==> src/rtl/hilo_div_ctrl.sv <==
// HI/LO register owner and serial-divider front end for the EX stage.
// Executes MTHI/MTLO/MFHI/MFLO, issues DIV/DIVU, and stalls HI/LO users while a divide is in flight.
module hilo_div_ctrl #(
  parameter int DIV_TIMEOUT = 63
) (
  input  logic        clk,
  input  logic        rst,
  input  logic        op_valid_i,
  input  logic [2:0]  op_i,
  input  logic [31:0] rs_data_i,
  input  logic [31:0] rt_data_i,
  input  logic        flush_i,
  output logic        stall_o,
  output logic [31:0] hilo_rdata_o,
  output logic [31:0] hi_o,
  output logic [31:0] lo_o,
  output logic        div_by_zero_o,
  output logic        timeout_o,
  output logic        div_start_o,
  output logic        div_signed_o,
  output logic [31:0] div_dividend_o,
  output logic [31:0] div_divisor_o,
  input  logic [31:0] div_quotient_i,
  input  logic [31:0] div_remainder_i,
  input  logic        div_finish_i
);

  localparam int CW = $clog2(DIV_TIMEOUT + 1);

  localparam logic [2:0] OP_DIV  = 3'b001;
  localparam logic [2:0] OP_DIVU = 3'b010;
  localparam logic [2:0] OP_MTHI = 3'b011;
  localparam logic [2:0] OP_MTLO = 3'b100;
  localparam logic [2:0] OP_MFHI = 3'b101;
  localparam logic [2:0] OP_MFLO = 3'b110;

  typedef enum logic {
    IDLE = 1'b0,
    BUSY = 1'b1
  } state_t;

  state_t        state_r, state_s;
  logic [CW-1:0] cnt_r, cnt_s;
  logic [31:0]   hi_r, hi_s, lo_r, lo_s;
  logic [31:0]   dividend_r, dividend_s, divisor_r, divisor_s;
  logic          signed_r, signed_s;
  logic          start_r;
  logic          dbz_r, dbz_s, to_r, to_s;
  logic          stall_s, accept_s;
  logic [31:0]   rdata_s;

  // Every op code except the two "none" encodings touches HI/LO or the divider.
  function automatic logic is_hilo_op(input logic [2:0] op);
    return (op != 3'b000) && (op != 3'b111);
  endfunction

  // Interlock, accept qualification and the MFHI/MFLO read mux.
  always_comb begin
    stall_s  = op_valid_i & (state_r == BUSY) & is_hilo_op(op_i);
    accept_s = op_valid_i & ~stall_s & ~flush_i;
    case (op_i)
      OP_MFHI: rdata_s = hi_r;
      OP_MFLO: rdata_s = lo_r;
      default: rdata_s = 32'd0;
    endcase
  end

  // Next-state and register-update decisions.
  always_comb begin
    state_s    = state_r;
    cnt_s      = cnt_r;
    hi_s       = hi_r;
    lo_s       = lo_r;
    dividend_s = dividend_r;
    divisor_s  = divisor_r;
    signed_s   = signed_r;
    dbz_s      = 1'b0;
    to_s       = 1'b0;
    case (state_r)
      IDLE: begin
        if (accept_s) begin
          case (op_i)
            OP_DIV, OP_DIVU: begin
              // A zero divisor never gets a finish from the divider, so it is never started.
              if (rt_data_i != 32'd0) begin
                dividend_s = rs_data_i;
                divisor_s  = rt_data_i;
                signed_s   = (op_i == OP_DIV);
                cnt_s      = '0;
                state_s    = BUSY;
              end else begin
                dbz_s = 1'b1;
              end
            end
            OP_MTHI: hi_s = rs_data_i;
            OP_MTLO: lo_s = rs_data_i;
            default: begin
              state_s = IDLE;
            end
          endcase
        end else begin
          state_s = IDLE;
        end
      end
      BUSY: begin
        // Flush takes priority over a finish arriving in the same cycle.
        if (flush_i) begin
          state_s = IDLE;
        end else if (div_finish_i) begin
          lo_s    = div_quotient_i;
          hi_s    = div_remainder_i;
          state_s = IDLE;
        end else if (cnt_r == CW'(DIV_TIMEOUT)) begin
          to_s    = 1'b1;
          state_s = IDLE;
        end else begin
          cnt_s = cnt_r + CW'(1);
        end
      end
      default: begin
        state_s = IDLE;
      end
    endcase
  end

  // State, architectural HI/LO, divider interface and status pulses.
  always_ff @(posedge clk) begin
    if (rst) begin
      state_r    <= IDLE;
      cnt_r      <= '0;
      hi_r       <= 32'd0;
      lo_r       <= 32'd0;
      dividend_r <= 32'd0;
      divisor_r  <= 32'd0;
      signed_r   <= 1'b0;
      start_r    <= 1'b0;
      dbz_r      <= 1'b0;
      to_r       <= 1'b0;
    end else begin
      state_r    <= state_s;
      cnt_r      <= cnt_s;
      hi_r       <= hi_s;
      lo_r       <= lo_s;
      dividend_r <= dividend_s;
      divisor_r  <= divisor_s;
      signed_r   <= signed_s;
      start_r    <= (state_s == BUSY);
      dbz_r      <= dbz_s;
      to_r       <= to_s;
    end
  end

  assign stall_o        = stall_s;
  assign hilo_rdata_o   = rdata_s;
  assign hi_o           = hi_r;
  assign lo_o           = lo_r;
  assign div_by_zero_o  = dbz_r;
  assign timeout_o      = to_r;
  assign div_start_o    = start_r;
  assign div_signed_o   = signed_r;
  assign div_dividend_o = dividend_r;
  assign div_divisor_o  = divisor_r;

endmodule

==> config.mk <==
export PLATFORM = sky130hd
export DESIGN_NAME = hilo_div_ctrl
export DESIGN_NICKNAME = d
export VERILOG_FILES = /design/src/rtl/hilo_div_ctrl.sv
export SDC_FILE = /design/constraint.sdc
export NUM_CORES = 1
export LEC_CHECK = 0
export BUFFER_PORTS_ARGS = -buffer_cell sky130_fd_sc_hd__buf_2
export CAP_MARGIN = 20
export CORE_MARGIN = 4
export CORE_UTILIZATION = 40
export CTS_CLUSTER_DIAMETER = 120
export CTS_CLUSTER_SIZE = 40
export DETAILED_ROUTE_END_ITERATION = 6
export MAX_ROUTING_LAYER = met4
export PLACE_DENSITY_LB_ADDON = 0.12
export SLEW_MARGIN = 10
export SYNTH_ARGS = -nofsm -noshare
export SYNTH_HDL_FRONTEND = slang
export SYNTH_SLANG_ARGS = --single-unit
export TNS_END_PERCENT = 20
==> constraint.sdc <==
create_clock -name clk -period 2.7 [get_ports clk]
set_input_delay 0.135 -clock clk [delete_from_list [all_inputs] [get_ports clk]]
set_output_delay 0.135 -clock clk [all_outputs]
set_load 0.01 [all_outputs]
**Word level (Yosys, flattened, before mapping)**

Index checks and enable logic that the tools add are counted.

- Bitwise logic cells: 9
- Reductions and logical operators: 10
- Mux-type cells: 27
- Equality and inequality tests: 17
- Add/subtract/negate cells: 1

Operators by type and width:

| operator | number |
|---|---|
| 2-to-1 mux 32 bit | 8 |
| case mux 32 bit (2 select lines) | 3 |
| 2-to-1 mux 6 bit | 6 |
| nonzero test 32 bit | 1 |
| != test 2 bit, second input constant | 6 |
| case mux 6 bit (2 select lines) | 1 |
| AND reduction 4 bit | 3 |
| equality test 3 bit, second input constant | 3 |
| 2-to-1 mux 1 bit | 8 |
| OR reduction 4 bit | 2 |
| adder 6 x 1 -> 6 bit, second input constant | 1 |
| equality test 3 x 2 -> 1 bit, second input constant | 2 |
| equality test 6 bit, second input constant | 1 |
| != test 2 x 1 -> 1 bit, second input constant | 3 |
| AND reduction 6 bit | 1 |
| NOT 1 bit | 5 |
| bitwise AND 1 bit | 4 |
| equality test 3 x 1 -> 1 bit, second input constant | 1 |
| != test 3 bit, second input constant | 1 |
| nonzero test 3 bit | 1 |
| case mux 1 bit (2 select lines) | 1 |
| OR reduction 2 bit | 1 |
| logical AND 1 bit | 1 |

- Flip-flop bits (word level): 138
- Input bits: 136
- Output and inout bits: 165

**Logic depth before layout (Yosys ltp)**

Gate-level depths: netlist (run 1).

- Depth in word-level cells: 8
- Mapped depth: 7
- Mapped depth without buffers: 5

**Worst setup path after synthesis (run 1)**

No wires, ideal clock.

- Path kind: register -> register
- Start point: register, netlist name div_start_o
- End point: register dividend_r[14] (netlist: div_dividend_o[14])
- Stages on the path, launching flop included: 7
- Buffers on the path: 2
- Arrival: 1.426 ns
- Setup slack: 1.202 ns
- Cells stage by stage: dfxtp_1 > nor3b_2 > nand3b_2 > a21oi_4 > buf_6 > buf_6 > mux2i_1

RTL lines:

| item | line | source |
|---|---|---|
| end signal: assignment | 144 | `dividend_r <= dividend_s;` |
| end: declaration | 45 | `logic [31:0] dividend_r, dividend_s, divisor_r, divisor_s;` |

**Final worst setup path (run 1)**

- Start point: input port rt_data_i[0]
- End point: register dividend_r[9] (netlist: div_dividend_o[9])

- Longest elaborated chain between the ends: 2

RTL lines:

| item | line | source |
|---|---|---|
| start: declaration | 11 | `input logic [31:0] rt_data_i,` |
| nonzero test 32 bit | 85 | `if (rt_data_i != 32'd0) begin` |
| AND reduction 4 bit (no line) | n/a |  |

No other way between the ends.
A chain may end at the register's enable or synchronous reset.

==> impl_metrics.csv, run 1 <==
group,metric,value,unit
critical_path,crit_path_cell_trace,"dlygate4sd3_1 > buf_2 > nor4_1 > and4_1 > a21oi_4 > buf_4 > mux2i_1",
global_route,grt_max_degree,127,
sta,slew_viol_final,0,
floorplanning,ios,301,
route,drtAntennaViolNets,0,
critical_path,r2r-start,"div_start_o$_SDFF_PP0_",
clock_network,cts.sinks,138,
yosys,netlist_area,0.00696,mm²
critical_path,critPathKind,"in2reg",
job,drv_cap,0,
global_route,grt.total_usage,22.5,%
floorplanning,die_w,140,µm
clock_network,ctsResizeCount,0,
yosys,synth.distinct_cells,42,
sta,max_freq,0.530,GHz
power_and_ir_drop,vdd_ir_drop_max,0.421,mV
sta,max_slew.worst_pin.slew,0.857,ns
yosys,synth.most_common_cell,"nand2b_1",
floorplanning,rows,47,
clock_network,cts-root-buf,"clkbuf_16",
critical_path,path_delay_family,"buffers and inverters",
sta,relSlewSlack,42.9,%
critical_path,rrSetupSlack,0.86,ns
run_status,outcome,"finished clean",
cells_and_area,fin_nets,1243,
clock_network,cts_hold_buffers,60,
yosys,ys_top_cells_by_count,"161 x nand2b_1, 138 x dfxtp_1, 69 x nand2_1, 69 x o21ai_0, 66 x a21oi_1",
power_and_ir_drop,p_leak,4.09,nW
cells_and_area,nFillCells,1590,
power_and_ir_drop,pwr_density_cell,501,mW/mm²
global_route,grt_pass1_wl,35000,µm
sta,fin_crit,1.89,ns
clock_network,clkLatencyLatePin,0.42,ns
yosys,syn_avg_cell_area,8.76,µm²
critical_path,cp-end-kind,"register",
sta,setup_viol,0,
clock_network,htreeDepth,4,
route,wl_per_cell,16.5,µm
yosys,synthTopCellsByArea,"dfxtp_1 40%, nand2b_1 14%, mux2i_1 9.3%",
critical_path,slowest_stage,"dlygate4sd3_1",
yosys,yosysSeqAreaShare,39.7,%
yosys,synth_top_area_share,39.7,%
critical_path,cp-startpoint,"rt_data_i[0]",
cells_and_area,post-route-util,57.7,%
yosys,synthFlopType,"dfxtp_1",
route,firstDrtPassIters,4,
yosys,async_flop_share,0,%
yosys,syn_inst,795,
clock_network,cts_setup_buffers,0,
clock_network,clkTransAtPathRegs,0.06,ns
route,drt_iter0_drc,335,
sta,rsz0062_at_grt,"false",
yosys,yosysWarnings,0,
cells_and_area,layout-drive-gt1-share,31.3,%
yosys,yosys.area.top_type,"dfxtp_1",
route,vias_per_cell,5.14,
clock_network,cts_made_buffers,17,
floorplanning,core_area,0.0168,mm²
global_route,grt_pass1_vias,6601,
route,drc,0,
floorplanning,die_y,140,µm
critical_path,critical_path.max_fanout,18,
global_route,antenna_found_initial,1,
floorplanning,dieArea,0.0196,mm²
critical_path,cp.buffers_inverters,3,
floorplanning,initial_utilization,41.4,%
critical_path,crit_path_start_kind,"input port",
sta,tns,0,ns
sta,min_period_over_period,69.9,%
placed_design,numPortBuffers,300,
route,num_vias,6883,
placed_design,place_hpwl,14600,µm
sta,hold_viol,0,
worst_hold_path,worstHoldPathType,"in2reg",
global_route,overflow,0,
cells_and_area,area_growth,39.5,%
yosys,syn_nets,932,
yosys,synth_edf_count,0,
sta,whs,0.0132,ns
clock_network,clock_path_buffers,2,
critical_path,critPathMaxStageDelay,0.54,ns
sta,finClkSkew,0.00806,ns
yosys,synth-seq-cells,138,
placed_design,place_congestion,0.801,
worst_hold_path,hp-start,"rs_data_i[6]",
critical_path,required,2.99,ns
route,wirelength,22000,µm
clock_network,cts_tree,"built",
critical_path,arrival,2.18,ns
cell families (layout without fill, tap and decap cells):
logic type	Yosys count	after routing	synth area share [%]
AO/OA/AOI/OAI	241	241	23.4
adder cells (fa/ha/maj)	1	1	0.180
flip-flops	138	138	39.7
other	0	1	0
buffers and inverters	82	405	5.18
AND/OR/NAND/NOR	267	267	22.1
multiplexers	65	65	9.35
XOR/XNOR	1	1	0.126
through the flow:
step / cells / area [µm²] / power [mW] / worst slack (ns)
global route: 1339 / 9710 / 5.07 / 0.643
global placement: 1247 / 8550 / 2.65 / 0.888
floorplan: 795 / 6960 / 2.42 / 1.20
CTS: 1338 / 9710 / 4.92 / 0.842
detailed placement: 1247 / 8550 / 2.65 / 0.870
finish: 1339 / 9710 / 4.86 / 0.813
state kept, by name (all words and copies together) (netlist names), 6 cells and up:
name	flops
div_dividend_o	32
div_divisor_o	32
hi_o	32
lo_o	32
cnt_r	6
layout by cell type (no fill, tap or decap), drive strengths merged, types with 5 or more instances in the layout:
cell,synthesis,layout
a211o,64,64
a21oi,67,67
a22o,32,32
buf,20,311
clkbuf,59,20
clkinvlp,0,5
dfxtp,138,138
dlygate4sd3,0,60
mux2i,65,65
nand2,69,69
nand2b,161,161
nor3b,5,5
nor4,9,9
o21ai,70,70
final cells by class:
cell class	instances	area [µm²]	area share (%)
timing repair buffer	371	2240	23.1
inverter	3	11.3	0.116
clock inverter	11	97.6	1.01
sequential	138	2770	28.5
multi-input combinational	575	3860	39.8
clock buffer	20	457	4.70
tap	220	275	2.84
antenna	1	2.50	0.0258
power breakdown:
part / total, mW / internal [mW] / switching (mW)
combinational: 0.565 / 0.273 / 0.292
sequential: 2.10 / 2.08 / 0.0274
clock: 2.19 / 1.30 / 0.886
total: 4.86 / 3.65 / 1.21
per-layer routing:
metal,vias up,GRT usage [%],wire length [µm]
met4,0,8.26,614
met3,49,5.76,1580
li1,3430,-,-
met5,-,-,0
met2,237,36.3,10500
met1,3167,27.3,9310
tightest hold or removal path: stages:
cell and delay (ns):
buf_2 0.12, nand2b_1 0.07, mux2i_1 0.06
worst paths after layout:
path,to,depth (start not counted)
worst max-delay path,div_dividend_o[9]$_SDFFE_PP0P_,7
worst min-delay path,div_dividend_o[6]$_SDFFE_PP0P_,3
worst max register to register,hi_o[5]$_SDFFE_PP0P_,4
worst min register to register,div_divisor_o[19]$_SDFFE_PP0P_,2
(Power assumes the default switching activity.)
==> run 2: changes to the inputs <==
clock period = 1.9 ns   (was 2.7 ns; I/O delays follow)
==> run 2 against run 1 <==
Against the previous run: global-route usage increased by 0.74 points; final cell count increased by 0.60%; core utilization increased by 1.3 points; clock skew increased by 0.0043 ns; non-clock buffer count increased by 6; count of clock-buffer cells in the layout increased by 1; die area unchanged; critical path type unchanged; critical endpoint is now div_dividend_o[13]$_SDFFE_PP0P_; largest cell class unchanged.
==> impl_metrics.csv, run 2 (same netlist as run 1, synthesis figures left out) <==
group,metric,value,unit
cells_and_area,area_growth,42.7,%
placed_design,dpl.cell_count,1249,
sta,max_freq,0.543,GHz
global_route,grt_pass1_wl,36200,µm
worst_hold_path,whs_path_depth,4,
floorplanning,rows,47,
floorplanning,ios,301,
critical_path,critPathKind,"in2reg",
placed_design,place_hpwl,14700,µm
cells_and_area,final_cells,1347,
power_and_ir_drop,p_leak,4.20,nW
critical_path,cp-startpoint,"rt_data_i[31]",
route,firstDrtPassIters,5,
critical_path,arrival,2.12,ns
clock_network,cts_made_buffers,17,
cells_and_area,most-common-layout-cells,"298 x buf_2, 161 x nand2b_1, 137 x dfxtp_1, 69 x nand2_1, 69 x o21ai_0",
cells_and_area,fin_nets,1249,
sta,max_slew.worst_pin.slew,0.585,ns
route,wirelength,22500,µm
placed_design,placed_cell_area,0.00860,mm²
power_and_ir_drop,vdd_ir_drop_max,0.592,mV
clock_network,clkTransAtPathRegs,0.06,ns
sta,setup_viol,0,
critical_path,rrSetupSlack,0.15,ns
sta,fin_crit,1.84,ns
critical_path,critical_path.max_fanout,23,
clock_network,cts.sinks,138,
sta,rsz0062_at_grt,"false",
route,drtAntennaViolNets,0,
sta,tns,0,ns
sta,min_period_over_period,96.9,%
clock_network,ctsResizeCount,0,
global_route,overflow,0,
global_route,grt.total_usage,23.2,%
route,vias_per_cell,5.11,
critical_path,crit_path_start_kind,"input port",
route,drc,0,
cells_and_area,layout-drive-gt1-share,31.4,%
run_status,outcome,"finished clean",
cells_and_area,layout_commonest_cell,"buf_2",
placed_design,numPortBuffers,300,
clock_network,clkLatencyLatePin,0.42,ns
critical_path,cp-end-kind,"register",
placed_design,place_ws,0.154,ns
floorplanning,die_y,140,µm
critical_path,required,2.18,ns
global_route,grt_pass1_vias,6920,
route,wl_per_cell,16.7,µm
clock_network,cts_tree,"built",
floorplanning,initial_utilization,41.4,%
floorplanning,dieArea,0.0196,mm²
placed_design,place_congestion,0.806,
sta,setup_ws,0.0590,ns
sta,slew_viol_final,0,
critical_path,r2r_end,"div_dividend_o[13]$_SDFFE_PP0P_",
critical_path,worst-r2r-cell-count,5,
worst_hold_path,hold_end,"lo_o[18]$_SDFFE_PP0P_",
global_route,antenna_found_initial,1,
route,drt_iter0_drc,315,
sta,whs,0.0276,ns
worst_hold_path,worstHoldPathType,"in2reg",
cells_and_area,design_area,0.00994,mm²
floorplanning,core_area,0.0168,mm²
power_and_ir_drop,pwr_density_cell,771,mW/mm²
sta,relSlewSlack,61.0,%
clock_network,cts-root-buf,"clkbuf_16",
clock_network,clock_path_buffers,2,
sta,finClkSkew,0.0124,ns
floorplanning,die_w,140,µm
global_route,grt_max_degree,129,
route,num_vias,6885,
cells_and_area,post-route-util,59.1,%
power_and_ir_drop,power.total,7.66,mW
job,drv_cap,0,
critical_path,r2r-start,"div_start_o$_SDFF_PP0_",
sta,hold_viol,0,
worst_hold_path,hp-start,"div_quotient_i[18]",
clock_network,htreeDepth,4,
run 2: cell count changes in the layout (fill, tap and decap cells not counted), moves of 3 or more:
| cell | previous run | this run |
|---|---|---|
| dlygate4sd3_1 | 60 | 64 |
| clkinvlp_4 | 5 | 1 |
| bufinv_16 | 1 | 6 |
| buf_12 | 4 | 7 |
run 2: power breakdown:
group	leakage, nW	total, mW	switching (mW)	internal, mW
sequential	1.12	2.99	0.0377	2.95
combinational	2.76	0.820	0.420	0.400
clock	0.333	3.85	1.28	2.57
total	4.20	7.66	1.74	5.92
run 2: worst max-delay path by stage:
stage | to
floorplan | div_dividend_o[14]$_SDFFE_PP0P_
global placement | div_dividend_o[18]$_SDFFE_PP0P_
detailed placement | div_dividend_o[13]$_SDFFE_PP0P_
CTS | div_dividend_o[13]$_SDFFE_PP0P_
global route | div_dividend_o[17]$_SDFFE_PP0P_
finish | div_dividend_o[13]$_SDFFE_PP0P_
run 2: critical path, cell delays in order:
cell           delay [ns]
dlygate4sd3_1        0.53
buf_2                0.13
nor4_1               0.39
and4_1               0.42
a21oi_4              0.11
buf_4                0.27
mux2i_1              0.16
run 2: timing repair:
| action | CTS | global route |
|---|---|---|
| hold buffers | 64 | 0 |
| endpoints found under the hold margin | 64 | 0 |
| buffers inserted | 0 | 0 |
run 2: routing by layer:
layer	GRT usage, %	up-vias	routed length (µm)
met4	9.13	0	432
met1	28.2	3195	9720
met2	37.5	215	11000
met3	5.56	29	1380
met5	-	-	0
li1	-	3446	-
run 2: area by class of cell:
| class | count | area (µm²) |
|---|---|---|
| Fill cell | 1565 | 6880 |
| Multi-Input combinational cell | 575 | 3860 |
| Sequential cell | 138 | 2770 |
| Timing Repair Buffer | 377 | 2330 |
| Clock buffer | 21 | 470 |
| Tap cell | 220 | 275 |
| Clock inverter | 11 | 215 |
| Inverter | 3 | 11.3 |
| Antenna cell | 2 | 5.00 |
==> run 3: changes to the inputs <==
CAP_MARGIN = default   (was 20)
RECOVER_POWER = 50   (was default)
TNS_END_PERCENT = 100   (was 20)
==> run 3 against run 2 <==
Against the previous run: critical path depth unchanged; critical endpoint unchanged; largest power group unchanged; first-iteration DRC count rose by 7.9%; clock skew down 0.0021 ns.
==> impl_metrics.csv, run 3 (same netlist as run 1, synthesis figures left out) <==
group,metric,value,unit
run_status,outcome,"finished clean",
placed_design,numPortBuffers,300,
critical_path,crit_path_start_kind,"input port",
global_route,overflow,0,
placed_design,place_hpwl,14700,µm
route,firstDrtPassIters,5,
cells_and_area,layout-drive-gt1-share,18.2,%
clock_network,cts_tree,"built",
worst_hold_path,worstHoldPathType,"in2reg",
placed_design,dpl.cell_count,1249,
cells_and_area,fin_nets,1249,
global_route,grt.total_usage,23.2,%
power_and_ir_drop,p_leak,3.56,nW
critical_path,critPathKind,"in2reg",
route,wirelength,22500,µm
critical_path,cp-startpoint,"rt_data_i[31]",
sta,tns,0,ns
sta,max_freq,0.541,GHz
cells_and_area,layout_commonest_cell,"nand2b_1",
critical_path,crit_path_cell_trace,"dlygate4sd3_1 > buf_2 > nor4_1 > and4_1 > a21oi_4 > buf_4 > mux2i_1",
placed_design,placed_cell_area,0.00860,mm²
power_and_ir_drop,pwr-share-comb,10.5,%
floorplanning,ios,301,
floorplanning,dieArea,0.0196,mm²
sta,slew_viol_final,0,
critical_path,cp-end-kind,"register",
cells_and_area,design_area,0.00975,mm²
global_route,grt_pass1_wl,36200,µm
critical_path,required,2.18,ns
job,drv_cap,0,
sta,setup_ws,0.0511,ns
critical_path,path_delay_family,"buffers and inverters",
floorplanning,rows,47,
power_and_ir_drop,switching_share,22.6,%
power_and_ir_drop,seqPwrFrac,39.2,%
route,num_vias,6945,
sta,rsz0062_at_grt,"false",
cells_and_area,most-common-layout-cells,"161 x nand2b_1, 150 x buf_2, 149 x clkbuf_1, 137 x dfxtp_1",
clock_network,cts_hold_buffers,64,
critical_path,critical_path.max_fanout,23,
clock_network,cts.sinks,138,
clock_network,clkLatencyLatePin,0.41,ns
cells_and_area,final_cells,1347,
clock_network,htreeDepth,4,
placed_design,place_ws,0.154,ns
placed_design,place_congestion,0.806,
route,drc,0,
clock_network,cts_made_buffers,17,
floorplanning,die_y,140,µm
power_and_ir_drop,p_sw,1.73,mW
global_route,antenna_found_initial,1,
power_and_ir_drop,pwr_density_cell,783,mW/mm²
sta,finClkSkew,0.0103,ns
worst_hold_path,whs_path_depth,4,
floorplanning,die_w,140,µm
global_route,grt_max_degree,129,
floorplanning,initial_utilization,41.4,%
clock_network,cts-root-buf,"clkbuf_16",
critical_path,r2r_end,"div_dividend_o[13]$_SDFFE_PP0P_",
sta,max_slew.worst_pin.slew,0.809,ns
sta,fin_crit,1.85,ns
power_and_ir_drop,intPower,5.90,mW
cells_and_area,area_growth,40.1,%
power_and_ir_drop,p_clk_share,50.3,%
clock_network,clock_path_buffers,2,
critical_path,slowest_stage,"dlygate4sd3_1",
critical_path,crit_end,"div_dividend_o[13]$_SDFFE_PP0P_",
critical_path,arrival,2.13,ns
critical_path,path_depth,7,
power_and_ir_drop,vdd_ir_drop_max,0.581,mV
power_and_ir_drop,power.total,7.63,mW
route,wl_per_cell,16.7,µm
route,vias_per_cell,5.16,
critical_path,cp.buffers_inverters,3,
critical_path,rrSetupSlack,0.16,ns
sta,relSlewSlack,46.1,%
critical_path,worst-r2r-cell-count,5,
sta,setup_viol,0,
clock_network,clkTransAtPathRegs,0.05,ns
clock_network,ctsResizeCount,0,
critical_path,r2r-start,"div_start_o$_SDFF_PP0_",
route,drt_iter0_drc,340,
critical_path,critPathMaxStageDelay,0.53,ns
sta,min_period_over_period,97.3,%
global_route,grt_pass1_vias,6920,
route,drtAntennaViolNets,0,
clock_network,cts_setup_buffers,0,
sta,hold_viol,0,
floorplanning,core_area,0.0168,mm²
run 3: worst min-delay path by stage:
stage                              startpoint                         endpoint  slack [ns]
final                                 flush_i             timeout_o$_SDFF_PP0_        0.04
after global routing      div_remainder_i[20]            hi_o[20]$_SDFFE_PP0P_        0.03
after CTS                 div_remainder_i[20]            hi_o[20]$_SDFFE_PP0P_        0.01
after detailed placement         rt_data_i[9]    div_divisor_o[9]$_SDFFE_PP0P_        0.38
after global placement          rs_data_i[17]  div_dividend_o[17]$_SDFFE_PP0P_        0.37
after floorplan                  rs_data_i[0]   div_dividend_o[0]$_SDFFE_PP0P_        0.25
run 3: cell type report:
class                   count  area (µm²)
diodes                      2        5.00
clock buffers              21         470
clock inverters            11         215
fillers                  1640        7070
inverters                   3        11.3
multi-input cells         575        3860
flip-flops and latches    138        2770
well taps                 220         275
repair buffers            377        2140
run 3: per-layer routing:
metal | GRT usage [%] | wire length [µm] | vias up
met5 | - | 0 | -
met4 | 9.13 | 515 | 0
met3 | 5.56 | 1400 | 33
met2 | 37.5 | 10900 | 241
met1 | 28.2 | 9710 | 3228
li1 | - | - | 3443
run 3: metrics by stage:
step,util (%),hold slack [ns]
floorplan,-,0.250
global placement,51.2,0.371
detailed placement,51.2,0.376
CTS,59.0,0.0133
global route,57.9,0.0265
finish,58.0,0.0401
run 3: worst reg2reg max path: cells and delay by family (launching register included):
family                 cells  cell delay (ns)
AO/OA/AOI/OAI              1             0.19
buffers and inverters      1             0.40
flip-flops                 1             0.35
multiplexers               1             0.25
AND/OR/NAND/NOR            2             0.48
run 3: power by group through the flow:
stage          registers [mW]  clock network [mW]  logic, mW
2_1_floorplan            3.07                   0      0.364
3_3_place_gp             3.05                   0      0.717
3_5_place_dp             3.05                   0      0.717
4_1_cts                  2.99                3.91      0.822
5_1_grt                  3.00                4.06      0.885
6_report                 2.99                3.83      0.804
